[src/rtl/ascon_aead_core.sv]
`default_nettype none
// ============================================================================
// Module      : ascon_aead_core
// Description : Ascon-AEAD128 engine with runtime AD/data block counts,
//               encrypt/decrypt with on-chip tag check, 1/2/4 rounds per cycle.
// Revision    : 1.0 - initial release
// ============================================================================
module ascon_aead_core #(
    parameter int UNROLL = 1,
    parameter int CNT_W  = 8
) (
    input  logic             clock_i,
    input  logic             resetb_i,
    input  logic             start_i,
    input  logic             decrypt_i,
    input  logic [127:0]     key_i,
    input  logic [127:0]     nonce_i,
    input  logic [127:0]     tag_i,
    input  logic [CNT_W-1:0] nb_ad_i,
    input  logic [CNT_W-1:0] nb_data_i,
    input  logic [127:0]     data_i,
    input  logic             data_valid_i,
    output logic             data_ready_o,
    output logic [127:0]     data_o,
    output logic             data_valid_o,
    output logic [127:0]     tag_o,
    output logic             tag_valid_o,
    output logic             auth_ok_o,
    output logic             busy_o
);

    localparam logic [63:0]  c_iv       = 64'h00001000808c0001;
    localparam logic [127:0] c_pad_full = 128'h1;

    localparam logic [3:0] c_st_idle        = 4'd0;
    localparam logic [3:0] c_st_init        = 4'd1;
    localparam logic [3:0] c_st_ad_wait     = 4'd2;
    localparam logic [3:0] c_st_ad_perm     = 4'd3;
    localparam logic [3:0] c_st_ad_pad_perm = 4'd4;
    localparam logic [3:0] c_st_domsep      = 4'd5;
    localparam logic [3:0] c_st_data_wait   = 4'd6;
    localparam logic [3:0] c_st_data_perm   = 4'd7;
    localparam logic [3:0] c_st_final       = 4'd8;
    localparam logic [3:0] c_st_tag         = 4'd9;
    localparam logic [3:0] c_st_done        = 4'd10;

    logic [3:0]       r_fsm;
    logic [3:0]       w_fsm_next;
    logic [319:0]     r_state;
    logic [3:0]       r_rnd;
    logic [CNT_W-1:0] r_ad_cnt;
    logic [CNT_W-1:0] r_data_cnt;
    logic             r_decrypt;
    logic [127:0]     r_key;
    logic [127:0]     r_tag_exp;

    logic             w_ready;
    logic             w_hs;
    logic [3:0]       w_rnd_next;
    logic             w_perm_last;
    logic [319:0]     w_perm_out;
    logic [319:0]     w_dom;
    logic [127:0]     w_tag;
    logic [319:0]     w_chain [0:UNROLL];

    function automatic logic [63:0] f_ror(input logic [63:0] x, input int n);
        return (x >> n) | (x << (64 - n));
    endfunction

    // One Ascon round; word xN lives at state[64*N +: 64], idx is the 0..11 round number of p^12.
    function automatic logic [319:0] f_round(input logic [319:0] s, input logic [3:0] idx);
        logic [63:0] x0, x1, x2, x3, x4;
        logic [63:0] t0, t1, t2, t3, t4;
        x0 = s[63:0];
        x1 = s[127:64];
        x2 = s[191:128];
        x3 = s[255:192];
        x4 = s[319:256];
        x2 = x2 ^ {56'd0, 4'hf - idx, idx};
        x0 = x0 ^ x4;
        x4 = x4 ^ x3;
        x2 = x2 ^ x1;
        t0 = ~x0 & x1;
        t1 = ~x1 & x2;
        t2 = ~x2 & x3;
        t3 = ~x3 & x4;
        t4 = ~x4 & x0;
        x0 = x0 ^ t1;
        x1 = x1 ^ t2;
        x2 = x2 ^ t3;
        x3 = x3 ^ t4;
        x4 = x4 ^ t0;
        x1 = x1 ^ x0;
        x0 = x0 ^ x4;
        x3 = x3 ^ x2;
        x2 = ~x2;
        x0 = x0 ^ f_ror(x0, 19) ^ f_ror(x0, 28);
        x1 = x1 ^ f_ror(x1, 61) ^ f_ror(x1, 39);
        x2 = x2 ^ f_ror(x2, 1)  ^ f_ror(x2, 6);
        x3 = x3 ^ f_ror(x3, 10) ^ f_ror(x3, 17);
        x4 = x4 ^ f_ror(x4, 7)  ^ f_ror(x4, 41);
        return {x4, x3, x2, x1, x0};
    endfunction

    function automatic logic [319:0] f_key_cap(input logic [319:0] s, input logic [127:0] k);
        return {s[319:256], s[255:128] ^ k, s[127:0]};
    endfunction

    function automatic logic [319:0] f_final_entry(input logic [319:0] s, input logic [127:0] k);
        return f_key_cap(s, k) ^ {192'd0, c_pad_full};
    endfunction

    // Round counter runs up to 12 for both p^a (from 0) and p^b (from 4).
    assign w_chain[0] = r_state;
    for (genvar g = 0; g < UNROLL; g++) begin : g_round
        assign w_chain[g+1] = f_round(w_chain[g], r_rnd + 4'(g));
    end
    assign w_perm_out  = w_chain[UNROLL];
    assign w_rnd_next  = r_rnd + 4'(UNROLL);
    assign w_perm_last = (w_rnd_next == 4'd12);
    assign w_dom       = r_state ^ 320'd1;
    assign w_tag       = r_state[319:192] ^ r_key;
    assign w_hs        = w_ready & data_valid_i;
    assign data_ready_o = w_ready;

    always_ff @(posedge clock_i or negedge resetb_i) begin
        if (!resetb_i) begin
            r_fsm <= c_st_idle;
        end else begin
            r_fsm <= w_fsm_next;
        end
    end

    always_comb begin
        w_fsm_next = r_fsm;
        case (r_fsm)
            c_st_idle:        if (start_i) w_fsm_next = c_st_init;
            c_st_init:        if (w_perm_last)
                                  w_fsm_next = (r_ad_cnt != '0) ? c_st_ad_wait : c_st_domsep;
            c_st_ad_wait:     if (w_hs) w_fsm_next = c_st_ad_perm;
            c_st_ad_perm:     if (w_perm_last)
                                  w_fsm_next = (r_ad_cnt != '0) ? c_st_ad_wait : c_st_ad_pad_perm;
            c_st_ad_pad_perm: if (w_perm_last) w_fsm_next = c_st_domsep;
            c_st_domsep:      w_fsm_next = (r_data_cnt != '0) ? c_st_data_wait : c_st_final;
            c_st_data_wait:   if (w_hs) w_fsm_next = c_st_data_perm;
            c_st_data_perm:   if (w_perm_last)
                                  w_fsm_next = (r_data_cnt != '0) ? c_st_data_wait : c_st_final;
            c_st_final:       if (w_perm_last) w_fsm_next = c_st_tag;
            c_st_tag:         w_fsm_next = c_st_done;
            c_st_done:        w_fsm_next = c_st_idle;
            default:          w_fsm_next = c_st_idle;
        endcase
    end

    always_comb begin
        w_ready = (r_fsm == c_st_ad_wait) || (r_fsm == c_st_data_wait);
    end

    always_ff @(posedge clock_i or negedge resetb_i) begin
        if (!resetb_i) begin
            r_state      <= '0;
            r_rnd        <= '0;
            r_ad_cnt     <= '0;
            r_data_cnt   <= '0;
            r_decrypt    <= 1'b0;
            r_key        <= '0;
            r_tag_exp    <= '0;
            data_o       <= '0;
            data_valid_o <= 1'b0;
            tag_o        <= '0;
            tag_valid_o  <= 1'b0;
            auth_ok_o    <= 1'b0;
            busy_o       <= 1'b0;
        end else begin
            data_valid_o <= 1'b0;
            tag_valid_o  <= 1'b0;
            case (r_fsm)
                c_st_idle: begin
                    if (start_i) begin
                        r_state    <= {c_iv, key_i, nonce_i};
                        r_key      <= key_i;
                        r_tag_exp  <= tag_i;
                        r_decrypt  <= decrypt_i;
                        r_ad_cnt   <= nb_ad_i;
                        r_data_cnt <= nb_data_i;
                        r_rnd      <= 4'd0;
                        auth_ok_o  <= 1'b0;
                        busy_o     <= 1'b1;
                    end
                end
                c_st_init: begin
                    r_rnd   <= w_rnd_next;
                    r_state <= w_perm_last ? f_key_cap(w_perm_out, r_key) : w_perm_out;
                end
                c_st_ad_wait: begin
                    if (w_hs) begin
                        r_state[127:0] <= r_state[127:0] ^ data_i;
                        r_ad_cnt       <= r_ad_cnt - CNT_W'(1);
                        r_rnd          <= 4'd4;
                    end
                end
                c_st_ad_perm: begin
                    r_rnd   <= w_perm_last ? 4'd4 : w_rnd_next;
                    r_state <= (w_perm_last && r_ad_cnt == '0) ?
                               (w_perm_out ^ {192'd0, c_pad_full}) : w_perm_out;
                end
                c_st_domsep: begin
                    r_rnd   <= 4'd0;
                    r_state <= (r_data_cnt == '0) ? f_final_entry(w_dom, r_key) : w_dom;
                end
                c_st_data_wait: begin
                    if (w_hs) begin
                        // Decrypt feeds the ciphertext back into the rate.
                        r_state[127:0] <= r_decrypt ? data_i : (r_state[127:0] ^ data_i);
                        r_data_cnt     <= r_data_cnt - CNT_W'(1);
                        r_rnd          <= 4'd4;
                        data_o         <= r_state[127:0] ^ data_i;
                        data_valid_o   <= 1'b1;
                    end
                end
                c_st_data_perm: begin
                    r_rnd   <= (w_perm_last && r_data_cnt == '0) ? 4'd0 : w_rnd_next;
                    r_state <= (w_perm_last && r_data_cnt == '0) ?
                               f_final_entry(w_perm_out, r_key) : w_perm_out;
                end
                c_st_ad_pad_perm, c_st_final: begin
                    r_rnd   <= w_rnd_next;
                    r_state <= w_perm_out;
                end
                c_st_tag: begin
                    tag_o       <= w_tag;
                    tag_valid_o <= 1'b1;
                    auth_ok_o   <= r_decrypt && (w_tag == r_tag_exp);
                end
                c_st_done: begin
                    busy_o <= 1'b0;
                end
                default: ;
            endcase
        end
    end

endmodule
`default_nettype wire

[config.mk]
export PLATFORM = sky130hd
export DESIGN_NAME = ascon_aead_core
export DESIGN_NICKNAME = d
export VERILOG_FILES = /design/src/rtl/ascon_aead_core.sv
export SDC_FILE = /design/constraint.sdc
export NUM_CORES = 2
export LEC_CHECK = 0
export ABC_AREA = 1
export CAP_MARGIN = 20
export CORE_MARGIN = 3
export CORE_UTILIZATION = 35
export DETAILED_ROUTE_END_ITERATION = 10
export PLACE_DENSITY_LB_ADDON = 0.08
export SYNTH_ARGS = -nofsm -noshare
export SYNTH_HDL_FRONTEND = slang
export SYNTH_SLANG_ARGS = --single-unit
export TNS_END_PERCENT = 30
[constraint.sdc]
create_clock -name clock_i -period 3.2 [get_ports clock_i]
set_clock_uncertainty 0.2 [all_clocks]
set_input_delay 0.64 -clock clock_i [delete_from_list [all_inputs] [get_ports clock_i]]
set_output_delay 0.64 -clock clock_i [all_outputs]
set_load 0.01 [all_outputs]
==> reports/metrics.yaml <==
cp_top_family: "simple AND/OR/NAND/NOR gates"
ys_warn_count: 0
pre_cts_slack_ps: -47.2
synth_top_area_cell: "dfrtp_1"
cts_made_buffers: 109
io_buffer_count: 793
synth_enable_flop_cells: 0
gp_congestion: 1.09
cap_violations: 0
cp-end-kind: "flop"
r2r-start: "r_fsm[3]"
fin_crit_sh_pct: 99.5
worst_slack_ps: 17.3
synth-seq-cells: 861
drv_slew: 0
final_hold_viol_count: 0
synth_top_area_share_pct: 33.6
yosysMostFrequentCell: "nand2_1"
hpwl_um: 329000
final_cell_area_um2: 86300
rows: 156
viasPerCell: 5.36
cts_setup_buffers: 0
critPathMaxStageDelay_ps: 540
multi_input_area_um2: 37600
async_flop_share_pct: 100
dr.first_iter.drc_count: 9041
grt_usage_pct: 41.1
setup_violations: 0
cts_tree: "yes"
synthesis.nets: 10300
cp-start-kind: "flop"
regArea_um2: 21500
die_h_um: 434
syn_avg_cell_area_um2: 6.68
drt_pass1_iterations: 7
grt_pass1_wl_um: 540000
critical_path_class: "flop to flop"
fp.dieW_um: 434
finalCriticalPeriod_ps: 3180
tightest_slew_ps: 1000
synthTopCellsByArea: "dfrtp_1, nand2_1, xor2_1"
synth_common_cells: "nand2_1, inv_1, dfrtp_1"
fillers: 18500
yosysSeqAreaShare_pct: 33.6
crit_chain: "inv_2 -> nand2_2 -> nor2_1 -> nand2_1 -> nand2_1 -> inv_2 -> nand2_4 -> inv_2 -> nand3_1 -> nand3_4 -> buf_4 -> inv_1 -> o21ai_1"
drive_above_1_share_pct: 11.4
rsz0062_at_grt: "true"
fmax_mhz: 314
vias: 72800
dieArea_um2: 188000
ff2ff_path_depth: 13
r2r-end: "r_state[111]"
detail-route-antenna-nets: 0
drt_wl_total_um: 398000
grt_max_degree: 117
drc: 0
cp_max_fo: 14
outcome: "finished, final reports clean"
worst_hold_slack_ps: 147
critical_path.slowest_cell: "dfrtp_1"
cts.sinks: 861
synthFlopType: "dfrtp_1"
cp_common_cell: "inv_2"
wl_per_cell_um: 29.3
ioPinCount: 794
cp_data_arrival_time_ps: 3600
hold_path_class: "input port to async pin"
cts_buffer_depth: 3
fin_util_pct: 47.5
syn_inst: 9599
clk_latency_ps: 840
netlist_area_um2: 64200
synth_cell_types: 43
start_util_pct: 35.3
reg2reg_setup_slack_ps: 20
slew_headroom_pct: 32.8
grt_antenna_before_repair: 33
place_area_um2: 82200
num-nets-final: 11800
worst-path-buf-inv: 5
area_delta_synth_final_pct: 34.5
core_region_area_um2: 182000
grt_pass1_vias: 67800
htreeDepth: 3
path_clk_slew_ps: 60
overflow: 0
worstPathRequired_ps: 3620
clock-root-buffer: "clkbuf_16"
==> timing repair <==
action / CTS / global route
endpoints found under the setup margin: 3 / 18
resized for setup: 3 / 12
hold buffers: 1 / 0
hold endpoints to repair: 97 / 0
pin swaps: 0 / 0
==> logic make-up (layout without fill, tap and decap cells) <==
| family | Yosys count | in the layout | synth area share (%) |
|---|---|---|---|
| buffers and inverters | 1327 | 2917 | 7.97 |
| adder cells (fa/ha/maj) | 133 | 133 | 2.59 |
| AO/OA/AOI/OAI | 1205 | 1205 | 10.6 |
| flip-flops | 861 | 861 | 33.6 |
| AND/OR/NAND/NOR | 4977 | 4977 | 30.3 |
| other | 0 | 16 | 0 |
| XOR/XNOR | 1096 | 1096 | 15.0 |
==> worst register-to-register path, delay by kind of cell, from the launching register on <==
family | cells | cell delay (ps)
AOI/OAI and AO/OA | 1 | 540
buffers and inverters | 5 | 830
DFF | 1 | 540
and+or+nand+nor | 7 | 930
==> final cells by class <==
cell class                 instances  share of cell area (%)
tap                             2370                    3.44
clock buffer                     152                    3.64
antenna                           16                  0.0464
clock inverter                    49                   0.898
inverter                         918                    4.01
sequential                       861                    25.0
multi-input combinational       7411                    43.6
timing repair buffer            1798                    19.3
==> worst max-delay path by stage <==
stage / endpoint / startpoint / cells after the start
finish: r_state[111] / r_fsm[3] / 13
global placement: r_state[95] / r_state[92] / 12
global route: r_state[111] / r_fsm[3] / 14
floorplan: r_state[192] / r_rnd[0] / 13
CTS: data_ready_o / r_fsm[0] / 4
detailed placement: r_state[111] / start_i / 7
==> state kept, by name, summed over array words and instances (netlist names) <==
signal	cells
auth_ok_o	1
tag_valid_o	1
r_key	128
r_data_cnt	8
tag_o	128
r_state	320
r_decrypt	1
r_tag_exp	128
r_ad_cnt	8
data_o	128
busy_o	1
r_rnd	4
data_valid_o	1
r_fsm	4
==> layout by cell type, fill, tap and decap left out, drive strengths merged, types with 19 or more instances in the layout <==
cell and instances:
nand2 4068, buf 1005, inv 919, dfrtp 861, clkdlybuf4s50 792, xor2 732
o21ai 607, nor2 429, nand3 376, xnor2 364, a21oi 277, clkbuf 152
ha 133, a221oi 116, a31oi 77, o22ai 68, o211ai 50, or2 44
nor3 32, clkinv 27, nand4 19
==> stage by stage <==
step,std cells,setup TNS [ps]
finish,13600,0
global route,13600,-174
CTS,13600,-2.14
detailed placement,13400,-91.7
global placement,13400,-252
floorplan,9599,0
==> layer usage <==
metal	part of all wire [%]	GRT usage (%)	wire length [um]	vias to the layer above
met2	41	58.2	161000	3947
met1	42	56.0	167000	35100
met5	0.037	0	147	-
li1	-	-	-	33100
met4	6.1	20.8	24100	16
met3	11	12.6	44900	637
Power is not shown: default switching activity piles up to over one toggle a cycle in this logic, so the estimate is an artifact.
